[config.mk]
export PLATFORM = sky130hd
export DESIGN_NAME = usb_tx_serializer
export DESIGN_NICKNAME = d
export VERILOG_FILES = /design/src/rtl/usb_tx_serializer.sv
export SDC_FILE = /design/constraint.sdc
export NUM_CORES = 1
export LEC_CHECK = 0
export ABC_AREA = 1
export CAP_MARGIN = 20
export CELL_PAD_IN_SITES_DETAIL_PLACEMENT = 0
export CELL_PAD_IN_SITES_GLOBAL_PLACEMENT = 1
export CORE_ASPECT_RATIO = 2
export CORE_MARGIN = 10
export CORE_UTILIZATION = 30
export DETAILED_ROUTE_END_ITERATION = 10
export DONT_BUFFER_PORTS = 1
export PLACE_DENSITY = 0.7
export SLEW_MARGIN = 5
export SYNTH_ARGS = -nofsm -noshare
export SYNTH_HDL_FRONTEND = slang
export SYNTH_SLANG_ARGS = --single-unit
[constraint.sdc]
create_clock -name clk48 -period 1.8 [get_ports clk48]
set_input_delay 0.27 -clock clk48 [delete_from_list [all_inputs] [get_ports clk48]]
set_output_delay 0.27 -clock clk48 [all_outputs]
set_load 0.1 [all_outputs]
[src/rtl/usb_tx_serializer.sv]
// Byte-to-bit feeder for the USB FS NRZI/bit-stuff encoder: PID, payload and optional
// inverted CRC16 are shifted out LSB-first on the encoder's bit/ack handshake.
module usb_tx_serializer #(
  parameter int MAX_PAYLOAD = 1023
) (
  input  logic       clk48,
  input  logic       reset,
  input  logic [7:0] in_data,
  input  logic       in_valid,
  input  logic       in_last,
  output logic       in_ready,
  input  logic       crc16_en,
  output logic       enc_start_txn,
  output logic       enc_bit,
  output logic       enc_last_bit,
  input  logic       enc_bit_ack,
  input  logic       enc_done,
  output logic       busy,
  output logic       err_underrun,
  output logic       err_overflow
);

  // WAIT_DONE shares DRAIN's encoding: DRAIN already holds last_bit until done.
  localparam logic [2:0] S_IDLE      = 3'd0;
  localparam logic [2:0] S_START     = 3'd1;
  localparam logic [2:0] S_DATA      = 3'd2;
  localparam logic [2:0] S_CRC_LO    = 3'd3;
  localparam logic [2:0] S_CRC_HI    = 3'd4;
  localparam logic [2:0] S_DRAIN     = 3'd5;
  localparam logic [2:0] S_WAIT_DONE = S_DRAIN;

  localparam logic [9:0]  MAX_CNT  = 10'(MAX_PAYLOAD);
  localparam logic [15:0] CRC_INIT = 16'hFFFF;

  logic [2:0]  state_q, state_d;
  logic [7:0]  shift_q, shift_d;
  logic [2:0]  bit_idx_q, bit_idx_d;
  logic [15:0] crc_q, crc_d;
  logic        crc_en_q, crc_en_d;
  logic        last_q, last_d;
  logic        pid_q, pid_d;
  logic [9:0]  byte_cnt_q, byte_cnt_d;
  logic        enc_bit_q, enc_bit_d;
  logic        busy_q, busy_d;
  logic        err_underrun_q, err_underrun_d;
  logic        err_overflow_q, err_overflow_d;
  logic        in_ready_c;
  logic [15:0] crc_nx;

  function automatic logic [15:0] crc16_step(input logic [15:0] c, input logic b);
    logic fb;
    fb = c[0] ^ b;
    return (c >> 1) ^ (fb ? 16'hA001 : 16'h0000);
  endfunction

  always_comb begin
    state_d        = state_q;
    shift_d        = shift_q;
    bit_idx_d      = bit_idx_q;
    crc_d          = crc_q;
    crc_en_d       = crc_en_q;
    last_d         = last_q;
    pid_d          = pid_q;
    byte_cnt_d     = byte_cnt_q;
    enc_bit_d      = enc_bit_q;
    busy_d         = busy_q;
    err_underrun_d = err_underrun_q;
    err_overflow_d = err_overflow_q;
    in_ready_c     = 1'b0;
    // The PID is sent but never folded into the CRC.
    crc_nx         = pid_q ? crc_q : crc16_step(crc_q, shift_q[bit_idx_q]);

    case (state_q)
      S_IDLE: begin
        if (in_valid) begin
          in_ready_c     = 1'b1;
          shift_d        = in_data;
          last_d         = in_last;
          pid_d          = 1'b1;
          crc_en_d       = crc16_en;
          crc_d          = CRC_INIT;
          byte_cnt_d     = 10'd0;
          err_underrun_d = 1'b0;
          err_overflow_d = 1'b0;
          busy_d         = 1'b1;
          state_d        = S_START;
        end
      end

      S_START: begin
        enc_bit_d = shift_q[0];
        bit_idx_d = 3'd0;
        state_d   = S_DATA;
      end

      S_DATA: begin
        if (enc_bit_ack) begin
          crc_d = crc_nx;
          if (bit_idx_q != 3'd7) begin
            bit_idx_d = bit_idx_q + 3'd1;
            enc_bit_d = shift_q[bit_idx_q + 3'd1];
          end else if (last_q || (in_valid && byte_cnt_q == MAX_CNT)) begin
            err_overflow_d = err_overflow_q | ~last_q;
            if (crc_en_q) begin
              shift_d   = ~crc_nx[7:0];
              bit_idx_d = 3'd0;
              enc_bit_d = ~crc_nx[0];
              state_d   = S_CRC_LO;
            end else begin
              state_d = S_DRAIN;
            end
          end else if (in_valid) begin
            in_ready_c = 1'b1;
            shift_d    = in_data;
            last_d     = in_last;
            pid_d      = 1'b0;
            byte_cnt_d = byte_cnt_q + 10'd1;
            bit_idx_d  = 3'd0;
            enc_bit_d  = in_data[0];
          end else begin
            err_underrun_d = 1'b1;
            state_d        = S_DRAIN;
          end
        end
      end

      S_CRC_LO: begin
        if (enc_bit_ack) begin
          if (bit_idx_q != 3'd7) begin
            bit_idx_d = bit_idx_q + 3'd1;
            enc_bit_d = shift_q[bit_idx_q + 3'd1];
          end else begin
            shift_d   = ~crc_q[15:8];
            bit_idx_d = 3'd0;
            enc_bit_d = ~crc_q[8];
            state_d   = S_CRC_HI;
          end
        end
      end

      S_CRC_HI: begin
        if (enc_bit_ack) begin
          if (bit_idx_q != 3'd7) begin
            bit_idx_d = bit_idx_q + 3'd1;
            enc_bit_d = shift_q[bit_idx_q + 3'd1];
          end else begin
            state_d = S_DRAIN;
          end
        end
      end

      S_WAIT_DONE: begin
        if (enc_done) begin
          busy_d  = 1'b0;
          crc_d   = CRC_INIT;
          state_d = S_IDLE;
        end
      end

      default: state_d = S_IDLE;
    endcase
  end

  always_ff @(posedge clk48) begin
    if (!reset) begin
      state_q        <= S_IDLE;
      shift_q        <= 8'h00;
      bit_idx_q      <= 3'd0;
      crc_q          <= CRC_INIT;
      crc_en_q       <= 1'b0;
      last_q         <= 1'b0;
      pid_q          <= 1'b0;
      byte_cnt_q     <= 10'd0;
      enc_bit_q      <= 1'b0;
      busy_q         <= 1'b0;
      err_underrun_q <= 1'b0;
      err_overflow_q <= 1'b0;
    end else begin
      state_q        <= state_d;
      shift_q        <= shift_d;
      bit_idx_q      <= bit_idx_d;
      crc_q          <= crc_d;
      crc_en_q       <= crc_en_d;
      last_q         <= last_d;
      pid_q          <= pid_d;
      byte_cnt_q     <= byte_cnt_d;
      enc_bit_q      <= enc_bit_d;
      busy_q         <= busy_d;
      err_underrun_q <= err_underrun_d;
      err_overflow_q <= err_overflow_d;
    end
  end

  assign in_ready      = in_ready_c & reset;
  assign enc_start_txn = (state_q == S_START);
  assign enc_last_bit  = (state_q == S_DRAIN);
  assign enc_bit       = enc_bit_q;
  assign busy          = busy_q;
  assign err_underrun  = err_underrun_q;
  assign err_overflow  = err_overflow_q;

endmodule
==> reports/metrics.csv <==
stage;metric;value;unit
critical_path;crit_type;flip-flop to output port;
status;violations;setup timing;
global_route;antenna_found_initial;0;
cells_and_area;fin_util;0.4300;
drt;viasPerCell;4.968;
power;internal_power;3.848;mW
cells_and_area;instances_no_fill;567;
power;p_per_area;1935;nW/um^2
floorplanning;coreArea;8648;um^2
power;p_comb_frac;0.604;
sta;setup_ws;-153.4;ps
sta;slew_violations;0;
drt;drcViolationCount;0;
critical_path;worstPathArrival;1680;ps
critical_path;cp-start-kind;flip-flop;
sta;timing.final.crit_share;1.085;
clocking;root_buffer;clkbuf_16;
clocking;clockBufferDepth;2;
floorplanning;num_rows;48;
placed_design;dp.cells;543;
clocking;htreeDepth;2;
sta;fin_hold_ws;42.24;ps
power;peakVddDrop;1.116;mV
sta;worstMarginPinSlew;625.2;ps
power;leakagePower;1.630;nW
drt;wl_per_cell;14.69;um
cells_and_area;num-nets-final;484;
status;status;finished, violations left;
sta;slew-limit-headroom;0.5827;
synth;synth-seq-area-share;0.3516;
min_path;worstHoldPathType;input port to flip-flop;
floorplanning;io_pins;22;
critical_path;end_kind;output port;
synth;synth_area;2676;um^2
power;p_switching;3.348;mW
clocking;cts.clk_slew.worst_paths;70;ps
global_route;track_usage;0.1257;
synth;synth-seq-cells;47;
drt;first_iter_violations;107;
power;p_seq_frac;0.233;
global_route;grt_pass1_wl;13350;um
floorplanning;fp.dieH;153.6;um
clocking;cts.sinks;47;
sta;rsz0062_at_grt;true;
sta;timing.fmax;0.5119;GHz
synth;synth_warnings;0;
sta;clock-skew-final;8.567;ps
global_route;grt_max_degree;28;
synth;yosys-top-cells-area;dfxtp_1 35%, nand2_1 13%, o21ai_0 8.6%;
placed_design;dp_hpwl;6319;um
cells_and_area;n_fill_cell;945;
cells_and_area;antenna_cells;0;
sta;finalCriticalPeriod;1953;ps
flow_run;drv_cap;0;
floorplanning;die_w;86.79;um
cells_and_area;area_delta_synth_final;38.94;%
placed_design;io_buffers;0;
clocking;clock_latency;300;ps
sta;setup_tns;-219.0;ps
critical_path;crit_fanout;2;
floorplanning;start_util;0.3095;
power;swShare;0.4653;
global_route;overflow;0;
sta;hold_violations;0;
power;p_clk_frac;0.164;
drt;vias;2817;
synth;syn_avg_cell_area;6.592;um^2
drt;firstDrtPassIters;4;
clocking;cts_tree;yes;
critical_path;required;1530;ps
cells_and_area;drive_gt1_frac;0.3276;
placed_design;place_congestion;0.8594;
synth;synth_top_area_cell;dfxtp_1;
clocking;cts_buffers;5;
synth;synthCells;406;
power;power;7.197;mW
synth;synth_cell_types;31;
drt;postRouteAntennaNets;0;
drt;finalWirelength;8327;um
synth;syn-num-nets;424;
floorplanning;die_area;13330;um^2
sta;final-setup-viol-count;3;
global_route;grt_pass1_vias;2719;
synth;synth_top_area_share;0.3516;
[final timing paths]
kind                                    from                          to  slack [ps]  cells after the start
setup / recovery  byte_cnt_q[1]$_SDFFE_PN0P_                    in_ready        -150                     10
hold / removal                         reset      crc_q[15]$_SDFFE_PN1P_          40                      1
hold reg to reg        crc_q[3]$_SDFFE_PN1P_       crc_q[3]$_SDFFE_PN1P_         490                      2
setup reg to reg  byte_cnt_q[1]$_SDFFE_PN0P_  byte_cnt_q[4]$_SDFFE_PN0P_         -70                     14
[stage by stage]
step           area [um^2]  setup slack (ps)
2_1_floorplan         2775            -125.9
4_1_cts               3473            -161.6
5_1_grt               3719            -248.7
3_5_place_dp          3219            -85.34
6_report              3719            -153.4
3_3_place_gp          3219            -58.73
[repair_timing]
action	CTS	global route
buffers inserted	4	11
endpoints found under the hold margin	0	0
cloned	0	1
hold buffers	0	0
endpoints found under the setup margin	17	36
pin swaps	6	18
gates resized for setup	10	52
[registers in the layout, indices dropped and copies added (netlist names)]
name	count
err_underrun	1
crc_q	16
crc_en_q	1
last_q	1
enc_bit	1
state_q	3
pid_q	1
byte_cnt_q	10
shift_q	8
err_overflow	1
busy	1
bit_idx_q	3
[worst max-delay path: stages (launching register included)]
cell and delay, ps:
dfxtp_2 350, ha_4 150, nand2_4 60, nor3_4 110
inv_2 70, o21ai_4 130, nand2_2 70, nand4_1 100
buf_6 120, nor2_4 40, buf_12 180
[layout by cell type, fill, tap and decap left out, types with 2 or more instances in the layout]
cell / netlist / routed
a211oi_1: 3 / 2
a21oi_1: 38 / 38
buf_4: 0 / 62
buf_6: 1 / 2
clkbuf_16: 0 / 6
clkinvlp_4: 0 / 2
dfxtp_1: 47 / 40
dfxtp_2: 0 / 6
ha_4: 0 / 3
inv_1: 44 / 38
inv_2: 8 / 12
inv_4: 2 / 4
inv_8: 0 / 2
nand2_1: 92 / 78
nand2_2: 3 / 13
nand2_4: 1 / 5
nand3_1: 26 / 22
nand3_2: 0 / 4
nand4_1: 3 / 3
nor2_1: 33 / 27
nor2_2: 5 / 4
nor2_4: 2 / 9
nor3_1: 10 / 6
nor3_2: 0 / 2
nor3_4: 0 / 2
o2111ai_1: 2 / 2
o211ai_1: 6 / 6
o21ai_0: 46 / 37
o21ai_1: 0 / 7
o21ai_2: 1 / 2
o221ai_1: 7 / 2
o221ai_2: 0 / 5
xor2_1: 4 / 4
[layout make-up]
cell class	count	area, um^2	area share
Clock inverter	2	41.29	0.01110
Clock buffer	6	150.1	0.04038
Sequential cell	47	952.2	0.2561
Tap cell	100	125.1	0.03365
Multi-Input combinational cell	289	1698	0.4566
Inverter	57	237.7	0.06393
Timing Repair Buffer	65	508.0	0.1366
Timing Repair inverter	1	6.256	0.001682
[cells by family (layout without fill, tap and decap cells)]
group / Yosys count / count (layout) / synth area share
and+or+nand+nor: 176 / 176 / 0.2885
AOI/OAI and AO/OA: 106 / 106 / 0.2267
buffers and inverters: 70 / 131 / 0.1061
DFF: 47 / 47 / 0.3516
xor gates and xnor gates: 4 / 4 / 0.01309
adders and majority gates: 3 / 3 / 0.01403
[routing by layer]
metal  part of all wire  track usage
met1               0.36       0.1208
met2               0.58       0.2427
met3              0.027      0.02328
met4              0.025      0.05275
met5                  0            0
[power by group through the flow]
| stage | Combinational [mW] | Sequential (mW) | Clock (mW) |
|---|---|---|---|
| 6_report | 4.34 | 1.67 | 1.18 |
| 5_1_grt | 4.80 | 1.71 | 1.24 |
| 4_1_cts | 3.82 | 1.65 | 1.21 |
| 3_5_place_dp | 3.72 | 1.67 | 0 |
| 3_3_place_gp | 3.69 | 1.67 | 0 |
| 2_1_floorplan | 2.42 | 1.86 | 0 |
[synth_stat cells]
master,number
clkinv_2,2
nor2_8,1
xor2_1,4
inv_4,2
a21oi_1,38
nor2_1,33
clkinv_1,1
nand2_2,3
nor2_4,2
o21ai_0,46
buf_6,1
o2111ai_1,2
inv_2,8
clkbuf_1,7
nand2_1,92
o21ai_2,1
o211ai_1,6
nand3_1,26
a211o_1,1
dfxtp_1,47
o22ai_1,1
a21oi_4,1
a211oi_1,3
inv_1,44
nand4_1,3
o221ai_1,7
buf_2,5
ha_1,3
nor2_2,5
nand2_4,1
nor3_1,10
Power figures use the tool's default switching activity.
